`src/rtl/sump_pkg.sv`:
```
// Shared SUMP definitions: decoder state encoding and protocol opcodes.
package sump_pkg;

  typedef enum logic [0:0] {
    ST_IDLE    = 1'b0,
    ST_COLLECT = 1'b1
  } dec_state_t;

  localparam logic [7:0] OP_RESET      = 8'h00;
  localparam logic [7:0] OP_RUN        = 8'h01;
  localparam logic [7:0] OP_ID         = 8'h02;
  localparam logic [7:0] OP_META       = 8'h04;
  localparam logic [7:0] OP_DIVIDER    = 8'h80;
  localparam logic [7:0] OP_READ_DELAY = 8'h81;
  localparam logic [7:0] OP_FLAGS      = 8'h82;
  localparam logic [7:0] OP_TRIG_MASK  = 8'hC0;
  localparam logic [7:0] OP_TRIG_VALUE = 8'hC1;

  localparam int LONG_CMD_BIT = 7;

  // Long commands carry four argument bytes after the opcode.
  function automatic logic is_long_cmd(input logic [7:0] op);
    return op[LONG_CMD_BIT];
  endfunction

endpackage

```
`src/rtl/sump_cmd_decoder_if.sv`:
```
// Byte stream from the UART receiver in, assembled command to the controller out.
interface sump_cmd_decoder_if;
  logic [7:0]  rx_data;
  logic        rx_valid;
  logic        rx_frame_err;
  logic [7:0]  opcode;
  logic [31:0] command;
  logic        cmd_recv_rx;
  logic        cmd_abort;
  logic        busy;

  modport master (
    output rx_data, rx_valid, rx_frame_err,
    input  opcode, command, cmd_recv_rx, cmd_abort, busy
  );

  modport slave (
    input  rx_data, rx_valid, rx_frame_err,
    output opcode, command, cmd_recv_rx, cmd_abort, busy
  );
endinterface

```
`src/rtl/sump_byte_timer.sv`:
```
// Loadable saturating idle counter; expired is high while the count sits at LIMIT-1.
module sump_byte_timer #(
  parameter int LIMIT = 1000000,
  parameter int WIDTH = (LIMIT > 0) ? $clog2(LIMIT + 1) : 1
) (
  input  logic clock,
  input  logic ext_reset_n,
  input  logic clear,
  input  logic enable,
  output logic expired
);

  localparam logic [WIDTH-1:0] LIMIT_M1 = WIDTH'((LIMIT == 0) ? 0 : LIMIT - 1);

  logic [WIDTH-1:0] timer;

  always_ff @(posedge clock or negedge ext_reset_n) begin
    if (!ext_reset_n) begin
      timer <= '0;
    end else if (clear) begin
      timer <= '0;
    end else if (enable && (timer != {WIDTH{1'b1}})) begin
      timer <= timer + 1'b1;
    end
  end

  // A limit of zero turns the timeout off entirely.
  generate
    if (LIMIT == 0) begin : g_no_limit
      assign expired = 1'b0;
    end else begin : g_limit
      assign expired = (timer == LIMIT_M1);
    end
  endgenerate

endmodule

```
`src/rtl/sump_cmd_decoder.sv`:
```
// Assembles short (1-byte) and long (opcode + 4 LSB-first bytes) SUMP commands.
module sump_cmd_decoder
  import sump_pkg::*;
#(
  parameter int TIMEOUT_CYCLES = 1000000,
  parameter int TIMER_WIDTH    = (TIMEOUT_CYCLES > 0) ? $clog2(TIMEOUT_CYCLES + 1) : 1
) (
  input logic clock,
  input logic ext_reset_n,
  sump_cmd_decoder_if.slave bus
);

  dec_state_t  state;
  logic [7:0]  op_w;
  logic [31:0] arg_w;
  logic [1:0]  byte_cnt;
  logic [7:0]  opcode_reg;
  logic [31:0] command_reg;
  logic        cmd_recv_reg;
  logic        cmd_abort_reg;
  logic        busy_reg;
  logic        timer_expired;

  // Any received byte restarts the gap timer, so a byte on the expiry cycle wins.
  sump_byte_timer #(
    .LIMIT (TIMEOUT_CYCLES),
    .WIDTH (TIMER_WIDTH)
  ) u_timer (
    .clock       (clock),
    .ext_reset_n (ext_reset_n),
    .clear       (bus.rx_valid),
    .enable      (state == ST_COLLECT),
    .expired     (timer_expired)
  );

  always_ff @(posedge clock or negedge ext_reset_n) begin
    if (!ext_reset_n) begin
      state         <= ST_IDLE;
      op_w          <= '0;
      arg_w         <= '0;
      byte_cnt      <= '0;
      opcode_reg    <= '0;
      command_reg   <= '0;
      cmd_recv_reg  <= 1'b0;
      cmd_abort_reg <= 1'b0;
      busy_reg      <= 1'b0;
    end else begin
      cmd_recv_reg  <= 1'b0;
      cmd_abort_reg <= 1'b0;
      case (state)
        ST_IDLE: begin
          if (bus.rx_valid && !bus.rx_frame_err) begin
            if (is_long_cmd(bus.rx_data)) begin
              op_w     <= bus.rx_data;
              arg_w    <= '0;
              byte_cnt <= '0;
              busy_reg <= 1'b1;
              state    <= ST_COLLECT;
            end else begin
              opcode_reg   <= bus.rx_data;
              command_reg  <= '0;
              cmd_recv_reg <= 1'b1;
            end
          end
        end
        ST_COLLECT: begin
          if (bus.rx_valid) begin
            if (bus.rx_frame_err) begin
              cmd_abort_reg <= 1'b1;
              busy_reg      <= 1'b0;
              state         <= ST_IDLE;
            end else if (byte_cnt == 2'd3) begin
              opcode_reg   <= op_w;
              command_reg  <= {bus.rx_data, arg_w[23:0]};
              cmd_recv_reg <= 1'b1;
              busy_reg     <= 1'b0;
              state        <= ST_IDLE;
            end else begin
              arg_w[8*byte_cnt +: 8] <= bus.rx_data;
              byte_cnt               <= byte_cnt + 2'd1;
            end
          end else if (timer_expired) begin
            cmd_abort_reg <= 1'b1;
            busy_reg      <= 1'b0;
            state         <= ST_IDLE;
          end
        end
        default: state <= ST_IDLE;
      endcase
    end
  end

  assign bus.opcode      = opcode_reg;
  assign bus.command     = command_reg;
  assign bus.cmd_recv_rx = cmd_recv_reg;
  assign bus.cmd_abort   = cmd_abort_reg;
  assign bus.busy        = busy_reg;

endmodule

```
`src/flat_wrapper.sv`:
```
// flat-port wrapper written by rule: the top's interface ports become plain ports
module sump_cmd_decoder_flat import sump_pkg::*;
#(
  parameter int TIMEOUT_CYCLES = 1000000,
  parameter int TIMER_WIDTH    = (TIMEOUT_CYCLES > 0) ? $clog2(TIMEOUT_CYCLES + 1) : 1
)
  (clock, ext_reset_n, bus_rx_data, bus_rx_valid, bus_rx_frame_err, bus_opcode, bus_command, bus_cmd_recv_rx, bus_cmd_abort, bus_busy);
  sump_cmd_decoder_if bus_i ();
  input logic clock;
  input logic ext_reset_n;
  input wire logic [$bits(bus_i.rx_data)-1:0] bus_rx_data;
  input wire logic [$bits(bus_i.rx_valid)-1:0] bus_rx_valid;
  input wire logic [$bits(bus_i.rx_frame_err)-1:0] bus_rx_frame_err;
  output wire logic [$bits(bus_i.opcode)-1:0] bus_opcode;
  output wire logic [$bits(bus_i.command)-1:0] bus_command;
  output wire logic [$bits(bus_i.cmd_recv_rx)-1:0] bus_cmd_recv_rx;
  output wire logic [$bits(bus_i.cmd_abort)-1:0] bus_cmd_abort;
  output wire logic [$bits(bus_i.busy)-1:0] bus_busy;
  assign bus_i.rx_data = bus_rx_data;
  assign bus_i.rx_valid = bus_rx_valid;
  assign bus_i.rx_frame_err = bus_rx_frame_err;
  assign bus_opcode = bus_i.opcode;
  assign bus_command = bus_i.command;
  assign bus_cmd_recv_rx = bus_i.cmd_recv_rx;
  assign bus_cmd_abort = bus_i.cmd_abort;
  assign bus_busy = bus_i.busy;
  sump_cmd_decoder #(.TIMEOUT_CYCLES(TIMEOUT_CYCLES), .TIMER_WIDTH(TIMER_WIDTH)) u_core (.clock(clock), .ext_reset_n(ext_reset_n), .bus(bus_i));
endmodule
```
`config.mk`:
```
export PLATFORM = sky130hd
export DESIGN_NAME = sump_cmd_decoder_flat
export DESIGN_NICKNAME = d
export VERILOG_FILES = /design/src/rtl/sump_pkg.sv /design/src/rtl/sump_cmd_decoder_if.sv /design/src/rtl/sump_byte_timer.sv /design/src/rtl/sump_cmd_decoder.sv /design/src/flat_wrapper.sv
export SDC_FILE = /design/constraint.sdc
export NUM_CORES = 1
export LEC_CHECK = 0
export ABC_AREA = 1
export CAP_MARGIN = 20
export CORE_ASPECT_RATIO = 0.8
export CORE_UTILIZATION = 47
export CTS_BUF_LIST = sky130_fd_sc_hd__clkbuf_4 sky130_fd_sc_hd__clkbuf_8 sky130_fd_sc_hd__clkbuf_16
export DETAILED_ROUTE_END_ITERATION = 12
export GPL_TIMING_DRIVEN = 0
export PLACE_DENSITY = 0.68
export SETUP_SLACK_MARGIN = 0.4
export SLEW_MARGIN = 10
export SYNTH_ARGS = -nofsm -noshare
export SYNTH_HDL_FRONTEND = slang
export SYNTH_SLANG_ARGS = --single-unit
```
`constraint.sdc`:
```
create_clock -name clock -period 2.05 [get_ports clock]
set_input_delay 0.41 -clock clock [delete_from_list [all_inputs] [get_ports clock]]
set_output_delay 0.41 -clock clock [all_outputs]
set_load 0.01 [all_outputs]
```
Yosys cells after proc, flatten, opt, wreduce, memory -nomap -nowiden:

Cells that the tools add are included.

* bitwise logic cells: 1
* add/sub/neg operators: 3
* reduce and logical (&&, ||, !) cells: 8
* multiplexer cells: 51
* shift-type cells: 2
* equality and inequality tests: 12

Operators by type and width (count)
* two-way mux 32 bit: 10
* one-hot mux 32 bit (2 select lines): 2
* two-way mux 20 bit: 2
* two-way mux 8 bit: 5
* negator 5 -> 34 bit: 1
* variable shift 8 x 34 -> 32 bit, first input constant: 1
* indexed part select 8 x 34 -> 32 bit: 1
* bitwise mux 32 bit: 1
* two-way mux 1 bit: 21
* adder 20 x 1 -> 20 bit, second input constant: 1
* == test 20 bit, second input constant: 1
* inequality test 20 bit, second input constant: 1
* one-hot mux 8 bit (2 select lines): 1
* inequality test 2 bit, second input constant: 6
* two-way mux 2 bit: 5
* AND reduction 5 bit: 2
* one-hot mux 1 bit (2 select lines): 3
* inequality test 4 bit, second input constant: 1
* one-hot mux 2 bit (2 select lines): 1
* AND reduction 4 bit: 1
* inequality test 3 bit, second input constant: 1
* AND reduction 3 bit: 1
* adder 2 x 1 -> 2 bit, second input constant: 1
* == test 2 bit, second input constant: 1
* 5 further kinds: 6

* bits in registers: 106
* word-level logic and storage cells: 87
* output and inout bits: 43

Depth between registers and ports, before layout:

Gate-level depths: netlist of the first run.

* word-level depth: 7
* mapped depth: 12
* mapped depth without buffers: 11

Modules after synthesis:

From an unflattened synthesis of the first run, not the netlist that was laid out.

* cell total of the unflattened synthesis: 600
* area, all modules: 4961.0 µm²

Modules (own cells, without submodules)
* sump_cmd_decoder: times used 1, sequential area each 1951.9 µm², area each 3555.9 µm², cells each 390
* sump_byte_timer: times used 1, sequential area each 500.5 µm², area each 1405.1 µm², cells each 210

Least setup slack after synthesis of the first run:

Ideal clock, no wire load.

* path type: register -> register
* start point: reg u_core.byte_cnt[0]
* end point: reg u_core.arg_w[15]
* setup slack: 0.391 ns
* stages on the path, launching flop included: 7
* clock period less this slack: 1.659 ns
* setup time: 0.097 ns
* data required time: 1.953 ns
* data arrival time: 1.563 ns
* path buffers: 2
* path through: dfrtp_1 > inv_1 > ha_1 > clkbuf_1 > clkbuf_1 > nand2_1 > o31ai_1

* cells in the longest elaborated chain, start to end: 7

Ends and longest elaborated chain
* from (decl): line sump_cmd_decoder.sv:16 `logic [1:0] byte_cnt;`
* from (signal assigned): line sump_cmd_decoder.sv:80 `byte_cnt <= byte_cnt + 2'd1;`
* negator 5 -> 34 bit: line sump_cmd_decoder.sv:79 `arg_w[8*byte_cnt +: 8] <= bus.rx_data;`
* indexed part select 8 x 34 -> 32 bit or variable shift 8 x 34 -> 32 bit (tied branches): line sump_cmd_decoder.sv:79
* bitwise mux 32 bit: line sump_cmd_decoder.sv:79
* two-way mux 32 bit: line sump_cmd_decoder.sv:72 `end else if (byte_cnt == 2'd3) begin`
* two-way mux 32 bit: line sump_cmd_decoder.sv:68 `if (bus.rx_frame_err) begin`
* two-way mux 32 bit: line sump_cmd_decoder.sv:67 `if (bus.rx_valid) begin`
* one-hot mux 32 bit (2 select lines): line sump_cmd_decoder.sv:50 `case (state)`
* to (signal, indexed assignment): line sump_cmd_decoder.sv:79
* to (decl): line sump_cmd_decoder.sv:15 `logic [31:0] arg_w;`

Several ways; a longest one is shown, not always the timed one. The select of a mux whose other input is x is not followed.
A chain may end at the register's enable or synchronous reset.

Worst setup path in the final report of the first run:

* start point: reg u_core.u_timer.timer[1]
* end point: reg u_core.u_timer.timer[14]

* cells in the longest elaborated chain, start to end: 3

Ends and longest elaborated chain
* from (decl): line sump_byte_timer.sv:15 `logic [WIDTH-1:0] timer;`
* from (signal assigned): line sump_byte_timer.sv:23 `timer <= timer + 1'b1;`
* adder 20 x 1 -> 20 bit or inequality test 20 bit (tied branches): line sump_byte_timer.sv:23, sump_byte_timer.sv:22
* two-way mux 20 bit or logical AND 1 bit (tied branches): line sump_byte_timer.sv:22 `end else if (enable && (timer != {WIDTH{1'b1}})) begin`
* two-way mux 20 bit or nonzero test 2 bit (tied branches)

Several ways; a longest one is shown, not always the timed one. The select of a mux whose other input is x is not followed.

==> results summary, run 1 <==
The post-synthesis net count came out at a little under 600. In the global route stage, overall resource usage came out at 24.8%. The post-layout minimum cycle time is about 1.7 ns.

Max-cap violations in this run came to 0. The post-synthesis average cell area is between 8 and 9 um2. The layout cell share with drive strength beyond 1 came out at about a fifth. Buffers inserted to repair hold after CTS numbered 0.

TritonCTS built the clock tree. The via count of the first global-routing pass came out at 4057. The wire length on met2 is roughly 5800 um. The antenna diode count is 0.

The maximum vdd drop came out at around 0.56 mV. The number of cells produced by synthesis came out at 570. Dividing the detail-routed via count by the number of cells gives around 5.4. In this run the worst path has a maximum fanout of 5. In this run the tightest slew margin relative to its limit is 59.4%. For the pin with the worst max-slew slack, the measured transition is a little over 0.6 ns. The ratio of final minimum period to clock period came out at roughly four fifths. Summed over all layers, the routed wires come to 12500 um. The area used by multi-input combinational logic came out at between 2000 and 2500 um2. The final layout contains ~680 nets. The clock transition at the register clock pins on the worst setup and hold paths after CTS is roughly 0.06 ns. In this run, the combinational gates consume around a fifth of the power. After floorplanning, the core was sized to cover around 9700 um2. In this run, the clock network consumes 37.2% of the power.

The count of yosys warnings during synthesis is 0. The critical path in this run is classified as reg -> reg. Prior to clock tree synthesis, the placed netlist has a worst setup slack of -0.280 ns. Sequential cells burn 42.2% of the power. The share of synthesized area occupied by flip-flops and latches is 51.8%. The run finished with clean final reports. In the final layout, flip-flops and latches occupy around 2500 um2. The first global-routing pass estimated 20100 um of wire.

The final number of hold-violating endpoints is 0. The clock latency reported for the late side of the worst-skew pair is 0.35 ns. The CTS sink count is 98.

The count of distinct cell types in the synthesized netlist is 34. STA puts the critical path data required time at 2.28 ns. Signal routing reaches up to met4.

In this run switching power makes up between 20 and 30% of total power. The class of the most critical hold timing path is in -> async. STA classifies the critical path startpoint as a flip-flop. The flip-flop count of the largest register, all copies and words added is 32.

The final antenna-violating net count came out at 0. The design draws 5.27 mW. After filler insertion, the fill cell instance count of the layout stands at about 800.

The number of vias in the routed layout is approximately 4300. CTS built an H-tree with a depth of 3. The worst setup skew after layout is ~0.0068 ns. The tree is rooted in a sky130_fd_sc_hd__clkbuf_16. The power density over cell area is around 830 nW/um2. The highest clock frequency the design can meet is roughly 600 MHz. Setup violations remaining at the end of the flow were counted as 0. The initial antenna violation count is 0.

The leakage power total is between 3 and 4 nW. The number of I/O port buffers is 54. The iteration count of the initial detailed-routing pass is 5. The internal portion of the total power is ~3.8 mW. The number of remaining DRC errors came out at 0. The die span in y came out at approximately 92 um. The effective utilization at floorplan is about 49%. The half-perimeter wire length after placement is 8070 um. Adding up every negative setup slack in the final design gives 0 ns.

The netlist area before placement came out at ~4700 um2. The row count is 32. The floorplan die area is ~10000 um2. Setup slack on the critical path of the routed design comes to around 0.38 ns. The number of pins with negative max-slew slack in the final report was 0. Entering global routing, the biggest net connects 54 pins. The maximum clock insertion buffer count came out at 2. The die span in x is about 110 um. The data arrival at the endpoint of the critical path came out at around 1.9 ns. At the end of routability-driven placement, the weighted congestion stood at between 0.8 and 0.9. The post-route cell area came out at 6360 um2. The number of flip-flops and latches in the synthesized netlist is 98.

In this run, the number of DRC markers left after iteration 0 of detailed routing was ~390. The analysis attributes to net switching a power of between 1 and 1.5 mW. Once placement finished, the instance area stood at approximately 5500 um2. The area growth from synthesis to layout came out at 34.2%. The detailed-route wire length on metal 1 came out at between 5000 and 6000 um. Setup repair after global routing could not meet its margin everywhere. The routed length on met3 came out at 789 um. After detailed routing, the average wire length per cell comes to approximately 16 um. After global routing the overflow that remains totals 0. The I/O pin count is 55. The endpoint type of the worst setup path is a flip-flop. The total CTS buffers came out at 9.
[area by class of cell]
type,count,share of cell area (%)
clock inverter,6,1.75
tap,136,2.68
inverter,53,3.41
sequential,98,38.6
clock buffer,10,3.76
multi-input combinational,392,33.6
timing repair buffer,79,13.1
buffer,27,3.11
[cell usage in the layout (no fill, tap or decap), types with 6 or more instances in the layout]
cell type / synthesis / routed
sky130_fd_sc_hd__clkdlybuf4s50_1: 0 / 11
sky130_fd_sc_hd__xor2_1: 6 / 6
sky130_fd_sc_hd__dfrtp_1: 98 / 96
sky130_fd_sc_hd__o21ai_0: 58 / 46
sky130_fd_sc_hd__dlygate4sd2_1: 0 / 20
sky130_fd_sc_hd__nand2_2: 5 / 20
sky130_fd_sc_hd__clkbuf_16: 0 / 10
sky130_fd_sc_hd__nand4_1: 20 / 20
sky130_fd_sc_hd__buf_4: 4 / 18
sky130_fd_sc_hd__o21ai_1: 3 / 13
sky130_fd_sc_hd__nor2_1: 49 / 41
sky130_fd_sc_hd__o31ai_1: 8 / 6
sky130_fd_sc_hd__nand3_1: 56 / 53
sky130_fd_sc_hd__inv_1: 49 / 45
sky130_fd_sc_hd__nand2_4: 2 / 6
sky130_fd_sc_hd__nor2_2: 0 / 6
sky130_fd_sc_hd__nand2_1: 146 / 126
sky130_fd_sc_hd__dlymetal6s2s_1: 0 / 22
sky130_fd_sc_hd__buf_6: 0 / 16
sky130_fd_sc_hd__a21oi_1: 14 / 14
[worst max-delay path: stages, from the launching register on]
cell and delay [ns]:
sky130_fd_sc_hd__dfrtp_1 0.38, sky130_fd_sc_hd__ha_2 0.20, sky130_fd_sc_hd__nand2_2 0.07, sky130_fd_sc_hd__nor2_4 0.15, sky130_fd_sc_hd__nand2_4 0.08, sky130_fd_sc_hd__nor2_4 0.15
sky130_fd_sc_hd__buf_6 0.13, sky130_fd_sc_hd__a21boi_4 0.07, sky130_fd_sc_hd__buf_6 0.17, sky130_fd_sc_hd__nand4_1 0.08, sky130_fd_sc_hd__nand2_1 0.07
[what timing repair did]
action / CTS / global route
buffers inserted: 16 / 6
gates resized for setup: 40 / 116
pin swaps: 8 / 27
cloned: 0 / 2
setup endpoints to repair: 112 / 108
[routing by layer]
metal,track usage [%],up-vias
li1,-,2041
met3,5.62,10
met4,5.19,0
met5,0,-
met2,38.2,152
met1,35.9,2096
[cell usage after synthesis]
cell / number / area share [%]
sky130_fd_sc_hd__nand2_1: 146 / 12
sky130_fd_sc_hd__dfrtp_1: 98 / 52
sky130_fd_sc_hd__o21ai_0: 58 / 6.1
sky130_fd_sc_hd__nand3_1: 56 / 5.9
sky130_fd_sc_hd__inv_1: 49 / 3.9
sky130_fd_sc_hd__nor2_1: 49 / 3.9
sky130_fd_sc_hd__nand4_1: 20 / 2.6
sky130_fd_sc_hd__a21oi_1: 14 / 1.5
sky130_fd_sc_hd__clkbuf_1: 11 / 0.87
sky130_fd_sc_hd__o31ai_1: 8 / 1.3
sky130_fd_sc_hd__buf_2: 7 / 0.74
sky130_fd_sc_hd__xor2_1: 6 / 1.1
sky130_fd_sc_hd__ha_1: 5 / 1.3
sky130_fd_sc_hd__nand2_2: 5 / 0.66
sky130_fd_sc_hd__buf_1: 4 / 0.32
sky130_fd_sc_hd__buf_4: 4 / 0.63
sky130_fd_sc_hd__nor2_4: 3 / 0.71
sky130_fd_sc_hd__nor3_1: 3 / 0.32
sky130_fd_sc_hd__o21ai_1: 3 / 0.32
sky130_fd_sc_hd__a21oi_4: 2 / 0.69
sky130_fd_sc_hd__inv_2: 2 / 0.16
sky130_fd_sc_hd__nand2_4: 2 / 0.48
sky130_fd_sc_hd__nor3_2: 2 / 0.42
sky130_fd_sc_hd__or2_2: 2 / 0.26
sky130_fd_sc_hd__xnor2_1: 2 / 0.37
sky130_fd_sc_hd__a21boi_0: 1 / 0.16
sky130_fd_sc_hd__a31oi_1: 1 / 0.13
sky130_fd_sc_hd__buf_8: 1 / 0.32
sky130_fd_sc_hd__clkinv_4: 1 / 0.19
sky130_fd_sc_hd__inv_4: 1 / 0.13
sky130_fd_sc_hd__nor2_8: 1 / 0.42
sky130_fd_sc_hd__o21ai_2: 1 / 0.19
sky130_fd_sc_hd__o21ai_4: 1 / 0.34
sky130_fd_sc_hd__o21bai_1: 1 / 0.16
[cell families after synthesis]
kind of cell | synth area share [%]
adders and majority gates | 1.32
DFF | 51.8
buffers and inverters | 7.24
xor gates and xnor gates | 1.48
AOI/OAI and AO/OA | 10.9
and+or+nand+nor | 27.3
[power groups by stage]
| stage | registers (mW) | logic, mW | clock network (mW) |
|---|---|---|---|
| 2_1_floorplan | 2.29 | 0.435 | 0 |
| 3_3_place_gp | 2.25 | 0.899 | 0 |
| 3_5_place_dp | 2.25 | 0.929 | 0 |
| 4_1_cts | 2.22 | 0.968 | 1.99 |
| 5_1_grt | 2.24 | 1.19 | 2.05 |
| 6_report | 2.22 | 1.09 | 1.96 |
[per-stage QoR]
stage | utilization, % | hold slack (ns) | std cells
final | 65.3 | 0.0683 | 801
after global routing | 65.3 | 0.116 | 801
after detailed placement | 56.2 | 0.453 | 761
after floorplan | - | 0.114 | 570
after CTS | 61.6 | 0.0899 | 793
after global placement | 56.0 | 0.451 | 760
[final timing paths]
kind	slack, ns	to	from	depth (start not counted)
setup / recovery	0.38	u_core.u_timer.timer[14]	u_core.u_timer.timer[1]	10
min in group clock	0.47	u_core.op_w[7]	u_core.op_w[7]	2
max in group asynchronous	1.32	u_core.state	ext_reset_n	2
hold / removal	0.07	u_core.u_timer.timer[10]	ext_reset_n	1
setup reg to reg	0.38	u_core.u_timer.timer[14]	u_core.u_timer.timer[1]	10
hold reg to reg	0.47	u_core.op_w[7]	u_core.op_w[7]	2
Power figures use the tool's default switching activity.
==> run 2: changes to the inputs <==
Settings changed: PLACE_DENSITY 0.68 to 0.7.
Clock period 2.05 ns to 1.4 ns, I/O delays scaled along.
==> run 2 against run 1 <==
The run now ends with negative hold slack, negative setup slack left. Flip-flop and latch count unchanged. Count of clock-buffer cells in the layout increased by 1. Sequential power up 47%. Non-clock buffer count is 54 higher. Via count grew 8.8%. Utilization rose by 8.3 points. Critical path type unchanged. Largest power group unchanged. Highest routed layer unchanged.
==> results summary, run 2 (synthesized netlist as in run 1, its figures left out) <==
The class of the most critical hold timing path is in -> async. Clock tree synthesis selected as its root buffer the cell sky130_fd_sc_hd__clkbuf_16. The worst register-to-register path begins at u_core.u_timer.timer[6]. The total overflow left after global routing is 0. TritonCTS built the clock tree.

The I/O pin count is 55. The clock reaches the later pin of the worst-skew pair after about 0.34 ns. The iteration count of the initial detailed-routing pass is 5. The worst register-to-register path ends at u_core.u_timer.timer[19]. The maximum fanout count along the critical path is 7. Buffers placed on the I/O ports in this run total 54. The total area inside the core boundary comes to just under 10000 um2. The final setup TNS came out at -15.59 ns. Using the TritonRoute via totals, the vias-per-cell ratio works out to about 5.5.

The analysis attributes to cell leakage a power of 3.49 nW. The layout cell share with drive strength beyond 1 came out at between 40% and 50%. In the layout the commonest cells are 102 x sky130_fd_sc_hd__nand2_1, 92 x sky130_fd_sc_hd__dfrtp_1, 46 x sky130_fd_sc_hd__buf_2.

The initial antenna violation count came out at 0. No sink is reached through more buffers than the 2 on the longest clock path. Leaving out fill and tap cells, the most frequent cell in the layout is sky130_fd_sc_hd__nand2_1. Global routing used between 20% and 30% of the available tracks across all layers. The clock transition at the register clock pins on the worst setup and hold paths after CTS came out at around 0.07 ns. The end-of-flow core utilization is 73.6%.

The startpoint-to-endpoint class of the critical path is reg -> reg. The final reports fail on negative hold slack, negative setup slack. The family with the most delay on the worst path is simple AND/OR/NAND/NOR gates. The actual slew at the worst max-slew pin is slightly above 0.6 ns. The longest individual stage delay on the worst path came out at between 0.4 and 0.5 ns.

The maximum vdd drop came out at slightly below 0.8 mV. The headroom to the max-slew limit came out at roughly three fifths. The maximum number of pins on one net before global-route repair is 55.

The detailed router finished its first iteration with between 300 and 400 violations. The average wire length per cell after detail routing came out at between 15 and 20 um. The antenna diode count is 0. The CTS sink count came out at 98. The number of vias in the routed layout is about 4700. Counting cells, the worst reg-to-reg path comes to 11. Dividing the final minimum period by the clock period gives 118%. The tool flagged a number of max-cap violations equal to 0. The number of pins with negative max-slew slack in the final report is 0. The required time at the endpoint of the critical path came out at around 1.7 ns. The number of remaining DRC errors is 0. Setup repair after global routing could not meet its margin everywhere. The cell type of the slowest stage on the worst timing path is sky130_fd_sc_hd__dfrtp_1.

The final RePlAce weighted congestion is slightly below 0.9. Once detail routing completed, the nets flagged for antenna violations numbered 0. For this run, the top clock speed supported by timing is roughly 610 MHz.

Traced cell by cell, the critical path runs through nand2_1 > nor2_2 > nand2_4 > nor2_4 > nand2_2 > nand2_4 > nand2_8 > inv_8 > buf_12 > nand2_2 > nand2_1. The detailed-route wire length is about 15000 um. Counting both buffers and inverters, the worst setup path holds a total of 2. The power density over cell area is roughly 1100 nW/um2. The via count of the first global-routing pass came out at around 4500. The wire length of the first global-routing pass is between 20000 and 25000 um. The worst setup path is captured at a flip-flop.

The register with the most flip-flops in the layout has 32 of them. The worst setup skew after layout is ~0.013 ns. In this run the vertical extent of the chip is just over 90 um. STA classifies the critical path startpoint as a flip-flop. In the final design database the tool counted about 730 nets. The die covers about 10000 um2. The tightest hold path in the finished design has a slack of -0.0488 ns. The register-to-register setup slack is -0.25 ns. The number of H-tree levels came out at 3. The setup slack at placement is -0.757 ns. In the post-route analysis, the smallest setup slack over all paths is -0.252 ns. Once the floorplan was initialized, standard cells occupied about half of the core. The die span in x came out at roughly 110 um. The post-layout minimum cycle time came out at between 1.5 and 2 ns. The total CTS buffers is 9. The data arrival at the endpoint of the critical path came out at 1.93 ns. The final number of hold-violating endpoints came out at 44. Detailed placement ended at an HPWL of 7990 um. The post-route cell area came out at approximately 7200 um2. The row count is 32. Summing all placed instances gives a cell area of around 5700 um2.

The flow ran to the end, but the final reports show violations. The area growth from synthesis to layout is 51.3%. The setup violation total in the final timing report came out at a little under 90.
-- run 2: changes by cell type in the layout (fill, tap and decap cells not counted), sizes merged, moves of 3 or more --
cell,previous run,this run
dlygate4sd2,20,2
dlymetal6s2s,22,0
clkdlybuf4s50,11,7
clkbuf,20,25
bufinv,3,0
buf,43,137
-- run 2: where the power goes --
group	leakage [nW]	switching, mW	internal, mW
registers	1.31	0.170	3.10
logic	2.05	1.20	1.07
clock network	0.136	1.09	1.28
-- run 2: cell type report --
type,instances,area [um2]
Timing Repair Buffer,133,1170
Clock inverter,5,37.5
Multi-Input combinational cell,392,2560
Fill cell,652,2560
Buffer,27,300
Inverter,53,219
Tap cell,136,170
Sequential cell,98,2460
Clock buffer,11,246
-- run 2: per-stage QoR --
step | cells | power (mW)
finish | 855 | 7.91
global route | 855 | 8.21
CTS | 831 | 7.61
detailed placement | 761 | 4.83
global placement | 760 | 4.79
floorplan | 570 | 4.15
-- run 2: worst max-delay path by stage --
stage | end | slack (ns) | cells past startpoint | start
final | u_core.u_timer.timer[19] | -0.25 | 11 | u_core.u_timer.timer[6]
after CTS | u_core.u_timer.timer[16] | -0.21 | 12 | u_core.u_timer.timer[1]
after global placement | u_core.bus.command[13] | -3.61 | 1 | ext_reset_n
after floorplan | u_core.u_timer.timer[16] | -0.09 | 12 | u_core.u_timer.timer[1]
after detailed placement | u_core.arg_w[23] | -0.76 | 8 | bus_rx_data[7]
after global routing | u_core.u_timer.timer[15] | -0.33 | 8 | u_core.u_timer.timer[1]
-- run 2: timing repair --
| action | CTS | global route |
|---|---|---|
| pin swaps | 60 | 34 |
| buffers inserted | 45 | 21 |
| gates cloned | 9 | 3 |
| setup endpoints to repair | 141 | 141 |
| endpoints found under the hold margin | 44 | 16 |
| gates resized for setup | 276 | 109 |
-- run 2: per-layer routing --
layer  routed length, um  vias to the layer above  global-route usage (%)  share of wire [%]
li1                    -                     2152                       -                  -
met1                6170                     2256                    38.3                 42
met2                6940                      221                    42.8                 47
met3                1170                       49                    4.36                8.0
met4                 429                        0                    8.23                2.9
met5                   0                        -                       0                  0
